## src/rtl/serial_sub_ctrl.sv

```systemverilog
// rtl/serial_sub_ctrl.sv - bit-serial WIDTH-bit subtractor, LSB-first, valid/ready on both sides
// Optional signed-overflow output enabled by defining SERIAL_SUB_OVF_EN.
module serial_sub_ctrl #(
    parameter int WIDTH = 8
) (
    input  logic             clk,
    input  logic             rst,
    input  logic             in_valid,
    output logic             in_ready,
    input  logic [WIDTH-1:0] a,
    input  logic [WIDTH-1:0] b,
    input  logic             bin,
    output logic             out_valid,
    input  logic             out_ready,
    output logic [WIDTH-1:0] diff,
    output logic             bout,
`ifdef SERIAL_SUB_OVF_EN
    output logic             ovf,
`endif
    output logic             busy
);

    localparam int CW = (WIDTH > 1) ? $clog2(WIDTH) : 1;

    typedef enum logic [1:0] {
        IDLE = 2'd0,
        RUN  = 2'd1,
        DONE = 2'd2
    } state_t;

    state_t           state_q;
    logic [WIDTH-1:0] a_q;
    logic [WIDTH-1:0] b_q;
    logic             borrow_q;
    logic [CW-1:0]    cnt_q;
    logic [WIDTH-1:0] diff_q;
    logic             bout_q;
    logic             in_ready_q;
    logic             out_valid_q;
    logic             busy_q;

    logic             dbit_d;
    logic             borrow_d;
    logic [WIDTH-1:0] a_d;
    logic             last_bit;

    // Single full-subtractor cell shared by all bit positions.
    always_comb begin
        dbit_d   = a_q[0] ^ b_q[0] ^ borrow_q;
        borrow_d = (~a_q[0] & (b_q[0] ^ borrow_q)) | (b_q[0] & borrow_q);
        last_bit = (cnt_q == CW'(WIDTH - 1));
    end

    // Difference bits fill the minuend register from the MSB side as it drains.
    generate
        if (WIDTH == 1) begin : g_w1
            assign a_d = dbit_d;
        end else begin : g_wn
            assign a_d = {dbit_d, a_q[WIDTH-1:1]};
        end
    endgenerate

`ifdef SERIAL_SUB_OVF_EN
    logic a_msb_q;
    logic b_msb_q;
    logic ovf_q;
`endif

    always_ff @(posedge clk) begin
        if (rst) begin
            state_q     <= IDLE;
            a_q         <= '0;
            b_q         <= '0;
            borrow_q    <= 1'b0;
            cnt_q       <= '0;
            diff_q      <= '0;
            bout_q      <= 1'b0;
            in_ready_q  <= 1'b1;
            out_valid_q <= 1'b0;
            busy_q      <= 1'b0;
`ifdef SERIAL_SUB_OVF_EN
            a_msb_q     <= 1'b0;
            b_msb_q     <= 1'b0;
            ovf_q       <= 1'b0;
`endif
        end else begin
            case (state_q)
                IDLE: begin
                    if (in_valid) begin
                        a_q        <= a;
                        b_q        <= b;
                        borrow_q   <= bin;
                        cnt_q      <= '0;
                        state_q    <= RUN;
                        in_ready_q <= 1'b0;
                        busy_q     <= 1'b1;
`ifdef SERIAL_SUB_OVF_EN
                        a_msb_q    <= a[WIDTH-1];
                        b_msb_q    <= b[WIDTH-1];
`endif
                    end
                end
                RUN: begin
                    a_q      <= a_d;
                    b_q      <= b_q >> 1;
                    borrow_q <= borrow_d;
                    if (last_bit) begin
                        diff_q      <= a_d;
                        bout_q      <= borrow_d;
                        state_q     <= DONE;
                        busy_q      <= 1'b0;
                        out_valid_q <= 1'b1;
`ifdef SERIAL_SUB_OVF_EN
                        ovf_q       <= (a_msb_q ^ b_msb_q) & (a_msb_q ^ dbit_d);
`endif
                    end else begin
                        cnt_q <= cnt_q + CW'(1);
                    end
                end
                DONE: begin
                    if (out_ready) begin
                        state_q     <= IDLE;
                        out_valid_q <= 1'b0;
                        in_ready_q  <= 1'b1;
                    end
                end
                default: begin
                    state_q     <= IDLE;
                    in_ready_q  <= 1'b1;
                    out_valid_q <= 1'b0;
                    busy_q      <= 1'b0;
                end
            endcase
        end
    end

    assign in_ready  = in_ready_q;
    assign out_valid = out_valid_q;
    assign busy      = busy_q;
    assign diff      = diff_q;
    assign bout      = bout_q;
`ifdef SERIAL_SUB_OVF_EN
    assign ovf       = ovf_q;
`endif

endmodule
```

## config.mk

```make
export PLATFORM = sky130hd
export DESIGN_NAME = serial_sub_ctrl
export DESIGN_NICKNAME = d
export VERILOG_FILES = /design/src/rtl/serial_sub_ctrl.sv
export SDC_FILE = /design/constraint.sdc
export NUM_CORES = 1
export LEC_CHECK = 0
export BUFFER_PORTS_ARGS = -buffer_cell sky130_fd_sc_hd__buf_2
export CAP_MARGIN = 20
export CORE_MARGIN = 8
export CORE_UTILIZATION = 40
export DETAILED_ROUTE_END_ITERATION = 7
export PLACE_DENSITY = 0.6
export REMOVE_ABC_BUFFERS = 1
export SYNTH_ARGS = -nofsm -noshare
export SYNTH_HDL_FRONTEND = slang
export SYNTH_SLANG_ARGS = --single-unit
```

## constraint.sdc

```tcl
create_clock -name clk -period 1.75 [get_ports clk]
set_clock_uncertainty 0.1 [all_clocks]
set_input_delay 0.175 -clock clk [delete_from_list [all_inputs] [get_ports clk]]
set_output_delay 0.175 -clock clk [all_outputs]
set_load 0.01 [all_outputs]
```

==> impl_results.md, run 1 <==
* Total track usage at 11.3%
* Area grow syn2layout at 19.7%
* # diodes at 0
* Power Dens Cells at 998 mW/mm^2
* CTS Buf Count at 5
* Slew Viols, Final at 0
* Final setup viols at 0
* Setup Crit Path Kind: flip-flop to flip-flop
* Hold-critical path depth at 2
* Post-synth EDFFs at 0
* Top_reg_cell synth: dfxtp_1
* CTS HTree Levels at 2
* Largest net degree at the start of global routing at 33
* First-pass GRT wire length at 5450 microns
* 1st-pass router iterations at 4
* Count leader, synth: dfxtp_1
* FF+latch count, synth at 34
* CP arrival at 1.69 ns
* Routed WL per cell at around 13 microns
* Synth top area share at 46.1%
* Avg Cell Area, Syn at 9.17 sq um
* Max-Cap Viols at 0
* Final period util at between 90% and 100%
* Worst-Margin Slew at 0.503 ns
* Leak at 0.748 nW
* Ys async rst share at 0%
* Grt ovf at 0
* Post-synthesis cell area at 0.00148 sq mm
* Via count at 1,186
* R2R cell count at 5
* Ports at 33
* Hold Path Class: primary input to flip-flop
* DP Wirelength at about 2300 microns
* Worst Path Required at 1.84 ns
* CP endpoint kind: flip-flop
* Unrepaired setup endpoints after global routing: no
* Hold Vio Cnt, Final at 0
* Synth area leaders: dfxtp_1, mux2i_1, a211oi_1, nor2_1, nand2_1
* Clk root buf: clkbuf_8
* IO Port Bufs at 32
* WL final at 3160 microns
* Clock buffer depth at 2
* Crit-path max FO at 5
* Row count at 22
* Filler cell count at 359
* Die area at 0.00589 sq mm
* Post-Synthesis Cells at 161
* Status: finished, final reports clean
* Worst Hold Slack at 0.113 ns
* Cell area after placement at 0.00166 sq mm
* Die Y at between 70 and 80 microns
* Synth unique cells at 27
* Synthesis Warnings at 0
* Worst vdd ir at 0.537 mV
* Starting Density at 40.9%
* Initial antenna violation count at 0
* Slew headroom at 66.0%
* Largest area contributor in the netlist: dfxtp_1
* Sequential area share after synthesis at 46.1%
* Clk sinks at 34
* Die W at 76.8 microns
* Hold buffer count at CTS at 0
* Power after layout at 0.00176 W
* Startpoint Class: flip-flop
* Design area at 0.00177 sq mm
* Vias in the first global route at 1,224
* Routability Congestion at 0.728
* Skew-Pair Late Insertion Delay at 0.28 ns
* Core area at 0.00361 sq mm
* ANT nets after route at 0
* Period minus WS final at 1.59 ns
* Share of cells above drive strength 1 at between 20% and 30%
* Vias per Instance at 4.92
* Residual DRC at 0
* Clock transition at path regs at 0.07 ns
* TritonCTS clock tree: built
* Number of setup buffers added after CTS at 0
* Final Net Count at around 220
* Starting DRT DRC Count at 75
* Commonest cells post-synth: dfxtp_1, nor2_1, nand2_1
* Achievable clock frequency at around 630 MHz
==> layout by cell type, fill, tap and decap left out, types with 2 or more instances in the layout <==
master    Yosys  layout
nand2b_1      4       4
ha_1          2       2
clkbuf_1      4       2
nor2_1       22      22
mux2i_1      16      16
a211oi_1     17      17
nand2_1      19      19
a21oi_1      14      14
buf_2         1      32
dfxtp_1      34      34
clkbuf_8      0       5
inv_1         4       4
buf_4         5       3
o21ai_0       4       4
==> area by class of cell <==
class / count / area, sq um / share of cell area (%)
Clock inverter: 1 / 30.0 / 1.70
Tap cell: 48 / 60.1 / 3.40
Inverter: 4 / 15.0 / 0.850
Timing Repair Buffer: 36 / 203 / 11.5
Sequential cell: 34 / 681 / 38.5
Multi-Input combinational cell: 111 / 702 / 39.7
Clock buffer: 7 / 76.3 / 4.32
==> where the power goes <==
part	internal (W)	total, W	switching, W
Sequential	0.000821	0.000850	0.0000294
Combinational	0.000104	0.000214	0.000110
Clock	0.000426	0.000700	0.000274
==> timing repair <==
| item | in CTS | in global routing |
|---|---|---|
| hold endpoints to repair | 0 | 0 |
| resized for setup | 0 | 1 |
| setup endpoints to repair | 0 | 1 |
==> through the flow <==
stage	cells	setup WS [ns]	setup TNS [ns]	util (%)
6_report	241	0.156	0	49.0
4_1_cts	241	0.0736	0	49.0
5_1_grt	241	0.0313	0	49.0
2_1_floorplan	149	-0.196	-3.20	-
3_3_place_gp	233	0.223	0	46.0
3_5_place_dp	233	0.0810	0	46.0
==> per-layer routing <==
metal  part of all wire (%)  GRT usage (%)  vias up
li1                       -              -      615
met1                     42           12.0      537
met2                     50           18.9       28
met3                    6.3           3.85        6
met4                    2.2           6.35        0
met5                      0              0        -
==> state kept, by name, indices dropped and copies added (netlist names) <==
| signal | flops |
|---|---|
| out_valid | 1 |
| diff | 8 |
| cnt_q | 3 |
| busy | 1 |
| a_q | 8 |
| state_q | 2 |
| b_q | 8 |
| in_ready | 1 |
| borrow_q | 1 |
| bout | 1 |
==> worst max-delay path: stages, from the launching register on <==
cell and delay (ns):
dfxtp_1 0.32, ha_1 0.20, ha_1 0.22, nor4b_1 0.48
nand2_1 0.09, o21ai_0 0.10
==> logic make-up after synthesis <==
family | synth area share (%)
AO/OA/AOI/OAI | 16.9
adder cells (fa/ha/maj) | 3.05
buffers and inverters | 6.44
flip-flops | 46.1
multiplexers | 10.8
AND/OR/NAND/NOR | 16.6
==> final timing paths <==
path / startpoint / end / slack, ns
worst max register to register: cnt_q[0]$_SDFFE_PP0P_ / cnt_q[2]$_SDFFE_PP0P_ / 0.16
worst max-delay path: cnt_q[0]$_SDFFE_PP0P_ / cnt_q[2]$_SDFFE_PP0P_ / 0.16
worst min-delay path: rst / diff[6]$_SDFFE_PP0P_ / 0.11
worst min register to register: diff[2]$_SDFFE_PP0P_ / diff[2]$_SDFFE_PP0P_ / 0.35
Note: power is estimated with default switching activity, not from simulation.
==> inputs of run 2 (changes only) <==
clock period = 1.5 ns   (was 1.75 ns; I/O delays follow)
==> run 2 against run 1 <==
  * Wire length rose by 1.0%
  * Final cell count rose by 1.7%
  * Register-to-register slack got worse by 0.07 ns
  * Power grew 9.2%
  * Critical path depth increased by 1
  * First-iteration DRC count down 63%
  * Critical path type unchanged
  * Critical endpoint is now cnt_q[1]$_SDFFE_PP0P_
==> impl_results.md, run 2 (synthesis results as in run 1) <==
* Hold Path Class: primary input to flip-flop (unchanged)
* Unrepaired setup endpoints after global routing: no (unchanged)
* Most common cell after layout, fill and taps aside: dfxtp_1 (unchanged)
* Skew-Pair Late Insertion Delay at 0.28 ns (about the same)
* Filler cell count at 364 (was 359)
* TritonCTS clock tree: built (unchanged)
* Total track usage at 11.6% (was 11.3%)
* Final setup viols at 0 (unchanged)
* First-pass GRT wire length at 5590 microns (was 5450 microns)
* Die Y at 76.8 microns (unchanged)
* 1st-pass router iterations at 4 (unchanged)
* P_int at 0.00145 W (was 0.00135 W)
* WL final at 3190 microns (was 3160 microns)
* CTS Buf Count at 5 (unchanged)
* Worst-Margin Slew at 0.351 ns (was 0.503 ns)
* Startpoint Class: flip-flop (unchanged)
* Number of setup buffers added after CTS at 0 (unchanged)
* Logic pwr share at 13.1% (was 12.1%)
* Power after layout at 0.00193 W (was 0.00176 W)
* Grt ovf at 0 (unchanged)
* Achievable clock frequency at 705 MHz (was 627 MHz)
* Slew Viols, Final at 0 (unchanged)
* Commonest non-fill, non-tap cells in the layout: dfxtp_1, buf_2, nor2_1, nand2_1, a211oi_1 (unchanged)
* Area grow syn2layout at 22.3% (was 19.7%)
* Hold Vio Cnt, Final at 0 (unchanged)
* Power Dens Cells at 1070 mW/mm^2 (was 998 mW/mm^2)
* Routed WL per cell at 13.0 microns (was 13.1 microns)
* Largest net degree at the start of global routing at 33 (unchanged)
* Vias in the first global route at 1,245 (was 1,224)
* NetSw at 0.000473 W (was 0.000413 W)
* ANT nets after route at 0 (unchanged)
* # diodes at 0 (unchanged)
* Setup Crit Path Kind: flip-flop to flip-flop (unchanged)
* Worst r2r src: cnt_q[0]$_SDFFE_PP0P_ (unchanged)
* DP Wirelength at 2330 microns (was 2290 microns)
* CTS HTree Levels at 2 (unchanged)
* IO Port Bufs at 32 (unchanged)
* Share of cells above drive strength 1 at 27.9% (was 23.8%)
* Initial antenna violation count at 0 (unchanged)
* Die W at 76.8 microns (unchanged)
* Area occupied by multi-input gates at 721 sq um (was 702 sq um)
* Hold wc startpoint: rst (unchanged)
* Sw Share at 24.6% (was 23.4%)
* Starting DRT DRC Count at 28 (was 75)
* Status: finished, final reports clean (unchanged)
* CP endpoint kind: flip-flop (unchanged)
* Clk pwr share at 35.2% (was 39.7%)
* Ports at 33 (unchanged)
* Clock transition at path regs at 0.07 ns (about the same)
* Max-Cap Viols at 0 (unchanged)
* Slew headroom at 76.5% (was 66.0%)
* Worst Hold Slack at 0.100 ns (was 0.113 ns)
* Core area at 0.00361 sq mm (unchanged)
* Period minus WS final at 1.42 ns (was 1.59 ns)
* Via count at 1,195 (was 1,186)
* Seq pwr share at 51.7% (was 48.2%)
* Final Net Count at 220 (was 216)
* Crit-path max FO at 5 (unchanged)
* Clk root buf: clkbuf_8 (unchanged)
* FF+latch area at 682 sq um (was 681 sq um)
* Routability Congestion at 0.728 (about the same)
* Starting Density at 40.9% (unchanged)
* Final period util at 94.6% (was 91.1%)
* Vias per Instance at 4.88 (was 4.92)
* Crit path from: cnt_q[0]$_SDFFE_PP0P_ (unchanged)
* Worst vdd ir at 0.610 mV (was 0.537 mV)
* Row count at 22 (unchanged)
* CP arrival at 1.52 ns (was 1.69 ns)
* Leak at 0.760 nW (was 0.748 nW)
* Hold buffer count at CTS at 0 (unchanged)
* Clock buffer depth at 2 (unchanged)
* Clk sinks at 34 (unchanged)
* Residual DRC at 0 (unchanged)
* Die area at 0.00589 sq mm (unchanged)
* Worst Path Required at 1.60 ns (was 1.84 ns)
* Setup tns final at 0 ns (unchanged)
==> run 2: path summary, 6_finish.rpt <==
kind | slack [ns] | to | depth (start not counted)
setup / recovery | 0.08 | cnt_q[1]$_SDFFE_PP0P_ | 6
hold / removal | 0.10 | a_q[7]$_SDFFE_PP0P_ | 2
setup reg to reg | 0.08 | cnt_q[1]$_SDFFE_PP0P_ | 6
hold reg to reg | 0.36 | diff[2]$_SDFFE_PP0P_ | 2
==> run 2: power groups by stage <==
stage | Sequential (W) | Clock (W) | Combinational [W]
after CTS | 0.000995 | 0.000704 | 0.000254
after floorplan | 0.00102 | 0 | 0.000140
after detailed placement | 0.00102 | 0 | 0.000252
final | 0.000996 | 0.000678 | 0.000252
after global placement | 0.00101 | 0 | 0.000246
after global routing | 0.00100 | 0.000762 | 0.000288
==> run 2: worst max-delay path: stages (launching register included) <==
cell and delay [ns]:
dfxtp_1 0.32, ha_2 0.19, ha_4 0.17, nor4b_1 0.28, buf_4 0.17, nand2_1 0.05
o21ai_0 0.06
==> run 2: per-layer routing <==
metal | vias up | GRT usage (%) | routed length [microns]
li1 | 622 | - | -
met2 | 27 | 19.4 | 1580
met3 | 4 | 3.03 | 147
met5 | - | 0 | 0
met1 | 542 | 12.7 | 1410
met4 | 0 | 7.31 | 51
==> run 2: timing repair <==
action	CTS	global route
gates cloned	0	0
pin swaps	0	1
setup endpoints to repair	4	15
gates resized for setup	1	6
==> run 2: per-stage QoR <==
step	cell area, sq um	std cells	util [%]	worst slack [ns]
2_1_floorplan	1400	149	-	-0.446
3_3_place_gp	1690	237	46.8	0.0661
3_5_place_dp	1690	237	46.8	0.00783
4_1_cts	1780	245	49.4	0.0210
5_1_grt	1810	245	50.1	0.00176
6_report	1810	245	50.1	0.0816
==> run 2: final cells by class <==
class | instances | share of cell area, %
Multi-Input combinational cell | 111 | 39.9
Sequential cell | 34 | 37.8
Clock inverter | 1 | 0.277
Tap cell | 48 | 3.33
Timing Repair Buffer | 40 | 13.1
Inverter | 4 | 0.832
Clock buffer | 7 | 4.78
==> inputs of run 3 (changes only) <==
clock period = 1.8 ns   (was 1.5 ns; I/O delays follow)
==> run 3 against run 2 <==
  * Core utilization down 1.5 points
  * Combinational power down 19%
  * Clock power down 15%
  * Fmax down 12%
  * Worst setup slack better by 0.097 ns
  * Cell area down 3.0%
  * Register-to-register slack better by 0.097 ns
  * Final cell count down 1.2%
  * First-iteration DRC count down 3.6%
  * Largest power group unchanged
==> impl_results.md, run 3 (synthesis results as in run 1) <==
* Slew Viols, Final at 0 (unchanged)
* Startpoint Class: flip-flop (unchanged)
* Area grow syn2layout at 18.6% (was 22.3%)
* Clk sinks at 34 (unchanged)
* Hold wc startpoint: a[7] (was rst)
* Clk pwr share at 36.0% (was 35.2%)
* Starting DRT DRC Count at 27 (was 28)
* 1st-pass router iterations at 4 (unchanged)
* Worst r2r src: cnt_q[0]$_SDFFE_PP0P_ (unchanged)
* CP arrival at 1.72 ns (was 1.52 ns)
* Total track usage at 11.4% (was 11.6%)
* R2R cell count at 5 (was 6)
* Slowest stage cell, crit path: nor4b_1 (was dfxtp_1)
* Hold-critical path depth at 3 (was 2)
* Die area at 0.00589 sq mm (unchanged)
* Period minus WS final at 1.62 ns (was 1.42 ns)
* Ports at 33 (unchanged)
* Hold EP: a_q[7]$_SDFFE_PP0P_ (unchanged)
* TritonCTS clock tree: built (unchanged)
* Power Dens Cells at 919 mW/mm^2 (was 1070 mW/mm^2)
* Crit-path max FO at 5 (unchanged)
* Clock buffer depth at 2 (unchanged)
* Vias in the first global route at 1,241 (was 1,245)
* Area occupied by multi-input gates at 702 sq um (was 721 sq um)
* Achievable clock frequency at 617 MHz (was 705 MHz)
* WL final at 3200 microns (was 3190 microns)
* ANT nets after route at 0 (unchanged)
* Starting Density at 40.9% (unchanged)
* Worst vdd ir at 0.497 mV (was 0.610 mV)
* Skew-Pair Late Insertion Delay at 0.28 ns (about the same)
* Routability Congestion at 0.753 (was 0.728)
* DP Wirelength at 2370 microns (was 2330 microns)
* Final Net Count at 217 (was 220)
* Setup WS post-layout at 0.179 ns (was 0.0816 ns)
* Seq pwr share at 51.4% (was 51.7%)
* Power after layout at 0.00161 W (was 0.00193 W)
* Unrepaired setup endpoints after global routing: no (unchanged)
* Filler cell count at 376 (was 364)
* CP cell instances: ha_1 -> ha_1 -> nor4b_1 -> nand2_1 -> o31ai_1 (was ha_2 -> ha_4 -> nor4b_1 -> buf_4 -> nand2_1 -> o21ai_0)
* Initial antenna violation count at 0 (unchanged)
* Worst Path Required at 1.90 ns (was 1.60 ns)
* NetSw at 0.000406 W (was 0.000473 W)
* Max-Cap Viols at 0 (unchanged)
* Status: finished, final reports clean (unchanged)
* Crit path from: cnt_q[0]$_SDFFE_PP0P_ (unchanged)
* R2R setup slack at 0.18 ns (was 0.08 ns)
* Leak at 0.742 nW (was 0.760 nW)
* Final setup viols at 0 (unchanged)
* Resize count post-CTS at 0 (was 1)
* Slew headroom at 65.0% (was 76.5%)
* Commonest non-fill, non-tap cells in the layout: dfxtp_1, buf_2, nor2_1, nand2_1, a211oi_1 (unchanged)
* FF+latch area at 681 sq um (was 682 sq um)
* Clock transition at path regs at 0.07 ns (about the same)
* Max incr delay on CP at 0.50 ns (was 0.32 ns)
* Die W at 76.8 microns (unchanged)
* Via count at 1,190 (was 1,195)
* Crit path top cell by count: ha_1
* First-pass GRT wire length at 5530 microns (was 5590 microns)
* Design area at 0.00175 sq mm (was 0.00181 sq mm)
* Residual DRC at 0 (unchanged)
* CTS HTree Levels at 2 (unchanged)
* Die Y at 76.8 microns (unchanged)
* # diodes at 0 (unchanged)
* Worst-Margin Slew at 0.517 ns (was 0.351 ns)
* Row count at 22 (unchanged)
* Cell area after placement at 0.00165 sq mm (was 0.00169 sq mm)
* Hold Path Class: primary input to flip-flop (unchanged)
* Most common cell after layout, fill and taps aside: dfxtp_1 (unchanged)
* Logic pwr share at 12.6% (was 13.1%)
* Final period util at 90.1% (was 94.6%)
* CTS Buf Count at 5 (unchanged)
* Final core utilization at 48.5% (was 50.1%)
* Hold buffer count at CTS at 0 (unchanged)
* Clk root buf: clkbuf_8 (unchanged)
* P_int at 0.00120 W (was 0.00145 W)
* Sw Share at 25.2% (was 24.6%)
* Number of setup buffers added after CTS at 0 (unchanged)
* Routed WL per cell at 13.2 microns (was 13.0 microns)
* Hold Vio Cnt, Final at 0 (unchanged)
* IO Port Bufs at 32 (unchanged)
* Setup Crit Path Kind: flip-flop to flip-flop (unchanged)
* Setup WS pre-CTS at 0.161 ns (was 0.00783 ns)
* Reg-to-Reg End: cnt_q[0]$_SDFFE_PP0P_ (was cnt_q[1]$_SDFFE_PP0P_)
* Share of cells above drive strength 1 at 25.3% (was 27.9%)
* Vias per Instance at 4.92 (was 4.88)
* Grt ovf at 0 (unchanged)
* Core area at 0.00361 sq mm (unchanged)
* CP endpoint kind: flip-flop (unchanged)
* Largest net degree at the start of global routing at 21 (was 33)
## run 3: critical path: cells and delay by family, from the launching register on
kind	cells	cell delay (ns)
compound gates	1	0.08
fa+ha+maj	2	0.41
flops	1	0.31
simple gates	2	0.62
## run 3: worst max path at each step
stage | end | slack, ns | cells after the start
2_1_floorplan | a_q[0]$_SDFFE_PP0P_ | -0.15 | 3
3_3_place_gp | diff[7]$_SDFFE_PP0P_ | 0.26 | 5
3_5_place_dp | diff[7]$_SDFFE_PP0P_ | 0.16 | 5
4_1_cts | diff[7]$_SDFFE_PP0P_ | 0.15 | 5
5_1_grt | cnt_q[0]$_SDFFE_PP0P_ | 0.01 | 5
6_report | cnt_q[0]$_SDFFE_PP0P_ | 0.18 | 5
## run 3: final cells by class
cell class                 count  share of cell area, %
multi-input combinational    111                   40.1
sequential                    34                   38.9
tap                           48                   3.43
clock buffer                   6                   4.72
timing repair buffer          37                   11.3
clock inverter                 2                  0.715
inverter                       4                  0.858
## run 3: power by group through the flow
stage / Combinational [W] / Clock [W] / Sequential [W]
floorplan: 0.000116 / 0 / 0.000852
global placement: 0.000200 / 0 / 0.000842
detailed placement: 0.000205 / 0 / 0.000845
global route: 0.000228 / 0.000632 / 0.000834
CTS: 0.000207 / 0.000599 / 0.000827
finish: 0.000203 / 0.000579 / 0.000827
## run 3: through the flow
| stage | instances | hold slack [ns] | setup TNS [ns] |
|---|---|---|---|
| 6_report | 242 | 0.132 | 0 |
| 3_3_place_gp | 234 | 0.339 | 0 |
| 4_1_cts | 242 | 0.128 | 0 |
| 3_5_place_dp | 234 | 0.350 | 0 |
| 2_1_floorplan | 149 | 0.149 | -2.35 |
| 5_1_grt | 242 | 0.130 | 0 |
## run 3: per-layer routing
metal,vias up,GRT usage (%),share of wire [%],wire [microns]
li1,617,-,-,-
met4,0,5.77,2.2,71
met3,6,3.96,3.8,123
met1,539,12.0,46,1460
met5,-,0,0,0
met2,28,19.8,48,1550
